`config.mk`:
```
export PLATFORM = sky130hd
export DESIGN_NAME = mult_div_unit
export DESIGN_NICKNAME = d
export VERILOG_FILES = /design/src/rtl/mult_div_unit.sv
export SDC_FILE = /design/constraint.sdc
export NUM_CORES = 1
export LEC_CHECK = 0
export BUFFER_PORTS_ARGS = -buffer_cell sky130_fd_sc_hd__buf_4
export CORE_MARGIN = 4
export CORE_UTILIZATION = 50
export CTS_BUF_LIST = sky130_fd_sc_hd__clkbuf_4 sky130_fd_sc_hd__clkbuf_8 sky130_fd_sc_hd__clkbuf_16
export DETAILED_ROUTE_END_ITERATION = 6
export GPL_ROUTABILITY_DRIVEN = 0
export PLACE_DENSITY = 0.69
export SETUP_SLACK_MARGIN = 0.15
export SYNTH_ARGS = -nofsm -noshare
export SYNTH_HDL_FRONTEND = slang
export SYNTH_SLANG_ARGS = --single-unit
```
`constraint.sdc`:
```
create_clock -name clk -period 3.43 [get_ports clk]
set_input_delay 0.343 -clock clk [delete_from_list [all_inputs] [get_ports clk]]
set_output_delay 0.343 -clock clk [all_outputs]
set_load 0.05 [all_outputs]
```
`src/rtl/mult_div_unit.sv`:
```
// rtl/mult_div_unit.sv - iterative shift-add multiply / restoring divide unit with HI/LO result
// Signed MULT/DIV support is built only when MDU_SIGNED_EN is defined; otherwise all ops are unsigned.
module mult_div_unit #(
   parameter int N     = 32,
   parameter int CNT_W = $clog2(N) + 1
) (
   input  logic         clk,
   input  logic         reset,
   input  logic         start_i,
   input  logic [1:0]   op_i,
   input  logic [N-1:0] rs_data_i,
   input  logic [N-1:0] rt_data_i,
   output logic         busy_o,
   output logic         done_o,
   output logic         div_by_zero_o,
   output logic [N-1:0] hi_o,
   output logic [N-1:0] lo_o
);

   typedef enum logic [1:0] {IDLE, RUN, FINISH} state_t;

   state_t           state_q, state_d;
   logic [CNT_W-1:0] cnt_q, cnt_d;
   logic             div_q, div_d;
   logic [N-1:0]     a_q, a_d;
   logic [N-1:0]     b_q, b_d;
   logic [N-1:0]     w_hi_q, w_hi_d;
   logic [N-1:0]     w_lo_q, w_lo_d;
   logic [N-1:0]     hi_q, hi_d;
   logic [N-1:0]     lo_q, lo_d;
   logic             dbz_q, dbz_d;

   logic [2*N-1:0]   prod;
   logic [N-1:0]     quo;
   logic [N-1:0]     rem;
   logic [N-1:0]     raw_a;
   logic [N:0]       add_sum;
   logic [N:0]       shifted;
   logic [N:0]       sub_diff;

`ifdef MDU_SIGNED_EN
   logic             neg_a_q, neg_a_d;
   logic             neg_r_q, neg_r_d;
   logic             neg_b;
`else
   logic             unused_op_signed;
   assign unused_op_signed = op_i[0];
`endif

   // One shift-add step on {w_hi,w_lo}, and one restoring-subtract step on the remainder.
   assign add_sum  = {1'b0, w_hi_q} + (w_lo_q[0] ? {1'b0, a_q} : '0);
   assign shifted  = {w_hi_q, w_lo_q[N-1]};
   assign sub_diff = shifted - {1'b0, b_q};

   assign busy_o        = (state_q == RUN);
   assign done_o        = (state_q == FINISH);
   assign div_by_zero_o = dbz_q;
   assign hi_o          = hi_q;
   assign lo_o          = lo_q;

   always_comb begin
      state_d = state_q;
      cnt_d   = cnt_q;
      div_d   = div_q;
      a_d     = a_q;
      b_d     = b_q;
      w_hi_d  = w_hi_q;
      w_lo_d  = w_lo_q;
      hi_d    = hi_q;
      lo_d    = lo_q;
      dbz_d   = dbz_q;
      prod    = {w_hi_q, w_lo_q};
      quo     = w_lo_q;
      rem     = w_hi_q;
      raw_a   = a_q;
`ifdef MDU_SIGNED_EN
      neg_a_d = neg_a_q;
      neg_r_d = neg_r_q;
      neg_b   = 1'b0;
`endif
      case (state_q)
         RUN: begin
            if (cnt_q != '0) begin
               cnt_d = cnt_q - CNT_W'(1);
               if (div_q) begin
                  if (!sub_diff[N]) begin
                     w_hi_d = sub_diff[N-1:0];
                     w_lo_d = {w_lo_q[N-2:0], 1'b1};
                  end else begin
                     w_hi_d = shifted[N-1:0];
                     w_lo_d = {w_lo_q[N-2:0], 1'b0};
                  end
               end else begin
                  w_hi_d = add_sum[N:1];
                  w_lo_d = {add_sum[0], w_lo_q[N-1:1]};
               end
            end else begin
               // Last RUN edge: apply sign correction and publish HI/LO.
`ifdef MDU_SIGNED_EN
               if (neg_r_q) begin
                  prod = -{w_hi_q, w_lo_q};
                  quo  = -w_lo_q;
               end
               if (neg_a_q) begin
                  rem   = -w_hi_q;
                  raw_a = -a_q;
               end
`endif
               if (!div_q) begin
                  hi_d = prod[2*N-1:N];
                  lo_d = prod[N-1:0];
               end else if (b_q == '0) begin
                  hi_d  = raw_a;
                  lo_d  = '1;
                  dbz_d = 1'b1;
               end else begin
                  hi_d = rem;
                  lo_d = quo;
               end
               state_d = FINISH;
            end
         end
         default: begin
            state_d = IDLE;
            if (start_i) begin
               state_d = RUN;
               cnt_d   = CNT_W'(N);
               div_d   = op_i[1];
               dbz_d   = 1'b0;
`ifdef MDU_SIGNED_EN
               neg_a_d = op_i[0] & rs_data_i[N-1];
               neg_b   = op_i[0] & rt_data_i[N-1];
               neg_r_d = neg_a_d ^ neg_b;
               a_d     = neg_a_d ? -rs_data_i : rs_data_i;
               b_d     = neg_b ? -rt_data_i : rt_data_i;
`else
               a_d     = rs_data_i;
               b_d     = rt_data_i;
`endif
               w_hi_d  = '0;
               w_lo_d  = op_i[1] ? a_d : b_d;
            end
         end
      endcase
   end

   always_ff @(posedge clk or negedge reset) begin
      if (!reset) begin
         state_q <= IDLE;
         cnt_q   <= '0;
         div_q   <= 1'b0;
         a_q     <= '0;
         b_q     <= '0;
         w_hi_q  <= '0;
         w_lo_q  <= '0;
         hi_q    <= '0;
         lo_q    <= '0;
         dbz_q   <= 1'b0;
`ifdef MDU_SIGNED_EN
         neg_a_q <= 1'b0;
         neg_r_q <= 1'b0;
`endif
      end else begin
         state_q <= state_d;
         cnt_q   <= cnt_d;
         div_q   <= div_d;
         a_q     <= a_d;
         b_q     <= b_d;
         w_hi_q  <= w_hi_d;
         w_lo_q  <= w_lo_d;
         hi_q    <= hi_d;
         lo_q    <= lo_d;
         dbz_q   <= dbz_d;
`ifdef MDU_SIGNED_EN
         neg_a_q <= neg_a_d;
         neg_r_q <= neg_r_d;
`endif
      end
   end

endmodule

```
==> results of run 1 <==
[worst min-delay path by stage]
stage                       start       end  slack (ns)  depth (start not counted)
floorplan                   reset    a_q[0]        0.05                          0
global placement         lo_o[29]  lo_o[29]        0.45                          2
detailed placement       lo_o[17]  lo_o[17]        0.46                          2
CTS                 rs_data_i[28]   a_q[28]        0.02                          3
global route        rs_data_i[29]   a_q[29]        0.03                          3
finish              rs_data_i[28]   a_q[28]        0.03                          3
[flip-flops by register name (all words and copies together), names as in the netlist]
register	flops
div_by_zero_o	1
div_q	1
hi_o	32
a_q	32
state_q	2
lo_o	32
rem	32
quo	32
cnt_q	6
b_q	32
[cells in the mapped netlist (3+ instances only)]
master	number
nor2b_1	5
dfrtp_1	202
a22oi_1	13
mux2_2	31
o21bai_1	3
a211o_1	3
a211oi_1	10
nor2_1	56
a21o_1	21
o21ai_1	9
nand2b_1	12
and3_1	11
o221ai_1	6
mux2i_1	84
o211ai_1	10
nor3b_1	3
a21oi_1	71
nand4_1	9
a221oi_1	3
a21boi_0	5
nand2_1	345
nand3b_1	3
o21a_1	4
a31oi_1	16
nand3_1	30
nor4_1	9
xnor2_1	29
buf_1	10
clkbuf_1	64
and2_1	33
o31a_1	3
inv_1	57
xor2_1	25
ha_1	65
a32oi_1	4
o21ai_0	203
o31ai_1	4
nor3_1	21
a2111oi_0	5
or2_2	3
[final cells by class]
class / count / area [um2] / area share, %
Clock inverter: 11 / 183 / 1.17
Multi-Input combinational cell: 1194 / 7530 / 48.1
Sequential cell: 202 / 5060 / 32.3
Inverter: 58 / 218 / 1.39
Clock buffer: 32 / 691 / 4.41
Timing Repair Buffer: 199 / 1550 / 9.92
Tap cell: 330 / 413 / 2.64
[kinds of logic (layout without fill, tap and decap cells)]
| kind of cell | count (synthesis) | after routing | synth area share [%] |
|---|---|---|---|
| fa+ha+maj | 67 | 67 | 6.59 |
| buf+inv | 138 | 300 | 4.29 |
| flops | 202 | 202 | 39.1 |
| simple gates | 547 | 547 | 18.5 |
| compound gates | 411 | 411 | 18.7 |
| mux | 115 | 115 | 9.19 |
| xor+xnor | 54 | 54 | 3.65 |
[worst register-to-register path, delay by kind of cell (launching register included)]
family / cells / cell delay (ns)
multiplexers: 1 / 0.22
adder cells (fa/ha/maj): 1 / 0.40
buffers and inverters: 2 / 0.38
AND/OR/NAND/NOR: 4 / 0.52
flip-flops: 1 / 0.37
AO/OA/AOI/OAI: 5 / 1.30
[through the flow]
step / worst slack (ns) / std cells / hold slack, ns / area (um2)
floorplan: 0.397 / 1534 / 0.0474 / 12900
global placement: 0.149 / 1975 / 0.452 / 14500
detailed placement: 0.172 / 1975 / 0.458 / 14500
CTS: 0.171 / 2019 / 0.0195 / 15400
global route: 0.104 / 2026 / 0.0330 / 15600
finish: 0.160 / 2026 / 0.0255 / 15600
[timing repair]
action,in CTS,in global routing
buffers inserted,0,7
hold buffers,1,0
hold endpoints to repair,87,0
resized for setup,2,40
endpoints found under the setup margin,2,31
pin swaps,1,5
[metal layers]
layer	GRT usage, %	vias to the layer above	routed length, um
li1	-	5663	-
met1	39.0	5694	17400
met2	41.7	464	17400
met3	3.76	66	3050
met4	6.60	0	912
met5	0	-	0
==> reports/results.ini, run 1 <==
[setup_path]
critPathBufInv = 2
crit_family = compound AO/OA/AOI/OAI gates
slowest_stage = ha_1
start_kind = flip-flop
crit_end = rem[26]
path_max_fanout = 19
crit_arrival_ns = 3.72
critical_path_class = flip-flop to flip-flop
crit_start = quo[0]
r2r_slack_ns = 0.16
reg2reg_to = rem[26]
worstPathRequired_ns = 3.88
crit_chain = buf_4 -> and2_1 -> ha_1 -> nand3_1 -> o211ai_1 -> buf_4 -> nand3_1 -> a211o_1 -> a31o_2 -> a21oi_1 -> mux2i_1 -> nand2_1 -> a31oi_1
cp.depth = 13
crit_path_end_kind = flip-flop
cpPeakStageDelay_ns = 0.40
regToRegStartpoint = quo[0]
r2r_cells = 13

[yosys]
synth_cells = 1534
async_flop_share_pct = 100
yosysSeqAreaShare_pct = 39.1
syn_area_per_cell_um2 = 8.44
synth_edf_count = 0
synth_nets = 1670
synth_top_area_share_pct = 39.1
synth_flop_cell = dfrtp_1
ys_seq_elements = 202
yosysWarnings = 0
syn_area_um2 = 12900
synth_largest_area_cell = dfrtp_1
synthTopCellsByArea = dfrtp_1 39%, nand2_1 10%, o21ai_0 7.9%
ys_types = 66

[global_routing]
grt_max_degree = 101
track_usage_pct = 26.6
grt_pass1_wl_um = 61900
grt-ovfl-total = 0
grt_pass1_vias = 11500
grt_antenna_before_repair = 0

[hold_path]
hold_class = input pin to flip-flop

[cells_and_area]
utilization_pct = 61.8
final_common_cell = nand2_1
fillCellCount = 2240
area_delta_synth_final_pct = 20.9
antenna_cells = 0
layout_common_cells = 344 x nand2_1, 201 x dfrtp_1, 199 x o21ai_0
fin_nets = 1815
layout-drive-gt1-share_pct = 18.8

[routing]
wl_per_cell_um = 19.2
drcViolationCount = 0
antenna_left = 0
viasPerCell = 5.87
drt-initial-drc-count = 1085
drt-total-wl_um = 38800
dr.pass1.iters = 5
dr_total_vias = 11900

[sta]
rsz0062_at_grt = true
final_hold_viol_count = 0
finalSetupViolCount = 0
tns_ns = 0
finalCriticalPeriod_ns = 3.27
worst_pin_slew_ns = 0.923
finalClockSkew_ns = 0.0110
fmax_ghz = 0.306
finalMaxSlewViolations = 0
min_period_over_period_pct = 95.3
maxSlewHeadroom_pct = 38.5

[placed_design]
portBuffers = 134
dpl.hpwl_um = 27900

[die]
rows = 58
pin_count = 136
start_util_pct = 51.1
fp.dieH_um = 169
fp.dieW_um = 169
die-area_um2 = 28500
core_area_um2 = 25300

[flow_run]
maxCapViolCount = 0

[clock_tree]
htreeDepth = 1
clkSinkCount = 202
cts_buffer_depth = 3
clockRootBuffer = clkbuf_16
clk_pin_slew_ns = 0.06
cts_buffers = 24
tritoncts = yes
clk_latency_ns = 0.52

[outcome]
outcome = completed

Power of run 1 is not shown: default switching activity piles up to over one toggle a cycle in this logic, so the estimate is an artifact.
==> inputs of run 2 (changes only) <==
--- a/config.mk
+++ b/config.mk
@@ -6,12 +6,13 @@
 export NUM_CORES = 1
 export LEC_CHECK = 0
 export BUFFER_PORTS_ARGS = -buffer_cell sky130_fd_sc_hd__buf_4
+export CORE_ASPECT_RATIO = 0.6
 export CORE_MARGIN = 4
 export CORE_UTILIZATION = 50
 export CTS_BUF_LIST = sky130_fd_sc_hd__clkbuf_4 sky130_fd_sc_hd__clkbuf_8 sky130_fd_sc_hd__clkbuf_16
 export DETAILED_ROUTE_END_ITERATION = 6
 export GPL_ROUTABILITY_DRIVEN = 0
-export PLACE_DENSITY = 0.69
+export PLACE_DENSITY = 0.78
 export SETUP_SLACK_MARGIN = 0.15
 export SYNTH_ARGS = -nofsm -noshare
 export SYNTH_HDL_FRONTEND = slang
==> constraint.sdc (replaced) <==
create_clock -name clk -period 2.6 [get_ports clk]
set_input_delay 0.26 -clock clk [delete_from_list [all_inputs] [get_ports clk]]
set_output_delay 0.26 -clock clk [all_outputs]
set_load 0.05 [all_outputs]
==> reports/results.ini, run 2 (synthesis gave the netlist of run 1 again) <==
[outcome]
outcome = finished with violations
violations = negative setup slack

[setup_path]
r2r_slack_ns = -0.51
start_kind = flip-flop
critical_path_class = flip-flop to flip-flop
cpPeakStageDelay_ns = 0.38
crit_chain = inv_1 -> ha_1 -> a21oi_1 -> o21ai_0 -> a22o_1 -> a31o_1 -> a311o_1 -> buf_6 -> a21oi_4 -> nor2_8 -> buf_4 -> mux2_4 -> o21ai_2
reg2reg_to = rem[1]
critPathBufInv = 3
r2r_cells = 13
crit_arrival_ns = 3.56
worstPathRequired_ns = 3.05
path_max_fanout = 5
regToRegStartpoint = b_q[11]
crit_family = compound AO/OA/AOI/OAI gates
crit_path_end_kind = flip-flop
slowest_stage = dfrtp_1

[cells_and_area]
layout_common_cells = 418 x buf_4, 341 x nand2_1, 201 x dfrtp_1
utilization_pct = 73.3
design_area_um2 = 18600
fin_nets = 2114
layout-drive-gt1-share_pct = 31.5
multi_input_area_um2 = 8110
fillCellCount = 1685
regArea_um2 = 5060
area_delta_synth_final_pct = 43.8
fin_cells = 2344
antenna_cells = 0
final_common_cell = buf_4

[routing]
drcViolationCount = 0
viasPerCell = 6.00
drt-initial-drc-count = 1522
wl_per_cell_um = 20.8
dr.pass1.iters = 6
dr_total_vias = 14100
antenna_left = 0
drt-total-wl_um = 48800

[die]
fp.dieH_um = 133
rows = 45
die-area_um2 = 28600
start_util_pct = 51.0
pin_count = 136
fp.dieW_um = 216
core_area_um2 = 25400

[clock_tree]
clk_latency_ns = 0.53
clkSinkCount = 202
cts_buffer_depth = 3
clockRootBuffer = clkbuf_16
cts_buffers = 21
htreeDepth = 1
clk_pin_slew_ns = 0.07
tritoncts = yes

[global_routing]
grt_antenna_before_repair = 0
track_usage_pct = 31.9
grt_pass1_vias = 13800
grt_pass1_wl_um = 73900
grt-ovfl-total = 0
grt_max_degree = 101

[hold_path]
whs_endpoint = a_q[23]
whs_path_depth = 3
holdCritStartpoint = rs_data_i[23]
hold_class = input pin to flip-flop

[placed_design]
dp_cells = 2218
dpl.hpwl_um = 33300
place_ws_ns = -0.641
placed_area_um2 = 16400
portBuffers = 134

[sta]
final_hold_viol_count = 0
finalSetupViolCount = 33
rsz0062_at_grt = true
maxSlewHeadroom_pct = 51.8
fmax_ghz = 0.321
finalCriticalPeriod_ns = 3.11
setup_ws_ns = -0.514
finalClockSkew_ns = 0.0140
worst_pin_slew_ns = 0.723
min_period_over_period_pct = 120
finalMaxSlewViolations = 0

[flow_run]
maxCapViolCount = 0

-- run 2: cell types whose count changed in the layout (fill, tap and decap cells not counted), sizes merged --
cell	delta
buf	+243
bufinv	-4
clkbuf	-3
dlygate4sd3	+58
inv	+2
-- run 2: how the worst max path moves through the flow --
| stage | startpoint | to | depth (start not counted) |
|---|---|---|---|
| after floorplan | rem[14] | rem[21] | 13 |
| after global placement | quo[0] | rem[24] | 13 |
| after detailed placement | quo[0] | rem[24] | 13 |
| after CTS | b_q[5] | rem[22] | 12 |
| after global routing | b_q[11] | rem[0] | 13 |
| final | b_q[11] | rem[1] | 13 |
-- run 2: worst min-delay path: cells and delay by family --
kind	cells	cell delay, ns
AND/OR/NAND/NOR	2	0.16
buffers and inverters	1	0.10
-- run 2: layout make-up --
class,instances,share of cell area (%)
clock buffer,28,3.27
clock inverter,9,0.430
inverter,58,1.17
multi-input combinational,1194,43.6
sequential,202,27.2
tap,352,2.37
timing repair buffer,501,22.0
-- run 2: timing repair --
action | CTS | global route
endpoints found under the hold margin | 117 | 0
endpoints found under the setup margin | 34 | 70
gates cloned | 1 | 1
resized for setup | 75 | 70
setup buffers | 15 | 13
hold buffers | 59 | 0
pin swaps | 36 | 46
-- run 2: per-layer routing --
layer	global-route usage (%)	vias to the layer above	part of all wire [%]
li1	-	6267	-
met1	43.1	6719	40
met2	50.0	854	45
met3	5.65	232	9.3
met4	15.5	0	5.9
met5	0	-	0
-- run 2: stage by stage --
stage | hold WS [ns] | setup TNS, ns
4_1_cts | 0.00805 | -11.27
6_report | 0.0257 | -13.68
3_5_place_dp | 0.288 | -15.99
3_3_place_gp | 0.288 | -13.62
5_1_grt | 0.0356 | -15.78
2_1_floorplan | -0.0356 | -6.06
Power of run 2 is left out for the same reason.
==> inputs of run 3 (changes only) <==
--- a/config.mk
+++ b/config.mk
@@ -6,13 +6,15 @@
 export NUM_CORES = 1
 export LEC_CHECK = 0
 export BUFFER_PORTS_ARGS = -buffer_cell sky130_fd_sc_hd__buf_4
+export CELL_PAD_IN_SITES_DETAIL_PLACEMENT = 1
+export CELL_PAD_IN_SITES_GLOBAL_PLACEMENT = 2
 export CORE_ASPECT_RATIO = 0.6
 export CORE_MARGIN = 4
-export CORE_UTILIZATION = 50
+export CORE_UTILIZATION = 33
 export CTS_BUF_LIST = sky130_fd_sc_hd__clkbuf_4 sky130_fd_sc_hd__clkbuf_8 sky130_fd_sc_hd__clkbuf_16
 export DETAILED_ROUTE_END_ITERATION = 6
 export GPL_ROUTABILITY_DRIVEN = 0
-export PLACE_DENSITY = 0.78
+export PLACE_DENSITY = 0.83
 export SETUP_SLACK_MARGIN = 0.15
 export SYNTH_ARGS = -nofsm -noshare
 export SYNTH_HDL_FRONTEND = slang
==> reports/results.ini, run 3 (synthesis gave the netlist of run 1 again) <==
[outcome]
outcome = finished with violations
violations = negative setup slack

[placed_design]
dpl.hpwl_um = 38200
place_ws_ns = -0.848
portBuffers = 134

[setup_path]
r2r_slack_ns = -0.55
start_kind = flip-flop
path_max_fanout = 9
crit_chain = inv_2 -> ha_4 -> a21o_1 -> a211o_1 -> o22a_2 -> a31o_4 -> a311o_2 -> and3_4 -> nor2_8 -> buf_12 -> mux2i_1 -> o221ai_1
crit_path_end_kind = flip-flop
slowest_stage = dfrtp_1
crit_arrival_ns = 3.55
cpPeakStageDelay_ns = 0.39
r2r_cells = 12
worstPathRequired_ns = 3.00
critical_path_class = flip-flop to flip-flop

[global_routing]
grt-ovfl-total = 0
grt_max_degree = 120
track_usage_pct = 23.9
grt_pass1_wl_um = 81500
grt_pass1_vias = 14300
grt_antenna_before_repair = 0

[clock_tree]
clk_latency_ns = 0.55
clkSinkCount = 202
clockRootBuffer = clkbuf_16
cts_buffer_depth = 3
cts_buffers = 23
clk_pin_slew_ns = 0.07
tritoncts = yes
htreeDepth = 1

[hold_path]
hold_class = input pin to flip-flop
whs_path_depth = 3

[sta]
worst_pin_slew_ns = 0.982
fmax_ghz = 0.318
finalMaxSlewViolations = 0
hold_ws_ns = 0.0294
min_period_over_period_pct = 121
rsz0062_at_grt = true
finalClockSkew_ns = 0.0137
setup_ws_ns = -0.549
final_hold_viol_count = 0
finalSetupViolCount = 33
maxSlewHeadroom_pct = 34.6
finalCriticalPeriod_ns = 3.15

[routing]
drt-initial-drc-count = 924
drt-total-wl_um = 52300
drcViolationCount = 0
wl_per_cell_um = 20.8
dr_total_vias = 13300
antenna_left = 0
viasPerCell = 5.31
dr.pass1.iters = 5

[die]
fp.dieH_um = 161
start_util_pct = 33.9
core_area_um2 = 38200
die-area_um2 = 42600
fp.dieW_um = 264
pin_count = 136
rows = 55

[flow_run]
maxCapViolCount = 0

[cells_and_area]
final_common_cell = buf_4
antenna_cells = 0
layout_common_cells = 421 x buf_4, 342 x nand2_1, 201 x dfrtp_1
utilization_pct = 49.0
area_delta_synth_final_pct = 44.6
layout-drive-gt1-share_pct = 30.6
fin_nets = 2114

[run 3: cell count changes in the layout (fill, tap and decap cells not counted), sizes merged]
cell	change
bufinv	+5
buf	-3
dlygate4sd3	+2
clkbuf	-1
clkinvlp	+1
inv	-1
[run 3: critical path, delay by kind of cell, from the launching register on]
kind	cells	cell delay, ns
AO/OA/AOI/OAI	6	1.51
AND/OR/NAND/NOR	2	0.41
multiplexers	1	0.20
buffers and inverters	2	0.27
adder cells (fa/ha/maj)	1	0.22
flip-flops	1	0.39
[run 3: worst paths after layout]
| path | end | start |
|---|---|---|
| max | rem[11] | b_q[5] |
| min | a_q[12] | rs_data_i[12] |
| max reg2reg | rem[11] | b_q[5] |
| min reg2reg | lo_o[28] | lo_o[28] |
| max in group asynchronous | hi_o[8] | reset |
| min in group asynchronous | lo_o[29] | reset |
[run 3: final cells by class]
cell class              instances  area (um2)
fillers                      4490       19500
multi-input cells            1194        7870
flip-flops and latches        202        5060
repair buffers                499        4060
well taps                     513         642
clock buffers                  28         638
clock inverters                14         229
inverters                      58         218
[run 3: through the flow]
| step | instances | area (um2) | TNS, ns |
|---|---|---|---|
| floorplan | 1534 | 13100 | -6.06 |
| global placement | 2387 | 16600 | -16.27 |
| detailed placement | 2387 | 16600 | -17.96 |
| CTS | 2500 | 18300 | -16.64 |
| global route | 2508 | 18700 | -18.72 |
| finish | 2508 | 18700 | -15.92 |
[run 3: what timing repair did]
action,in CTS,in global routing
setup buffers,9,8
hold endpoints to repair,262,0
hold buffers,61,0
cloned,1,0
resized for setup,43,65
pin swaps,17,19
setup endpoints to repair,33,50
[run 3: per-layer routing]
layer	GRT usage (%)	share of wire, %
met4	6.97	3.3
met3	3.55	4.1
met2	39.4	46
met1	33.0	46
met5	0	0
Power of run 3 is left out for the same reason.
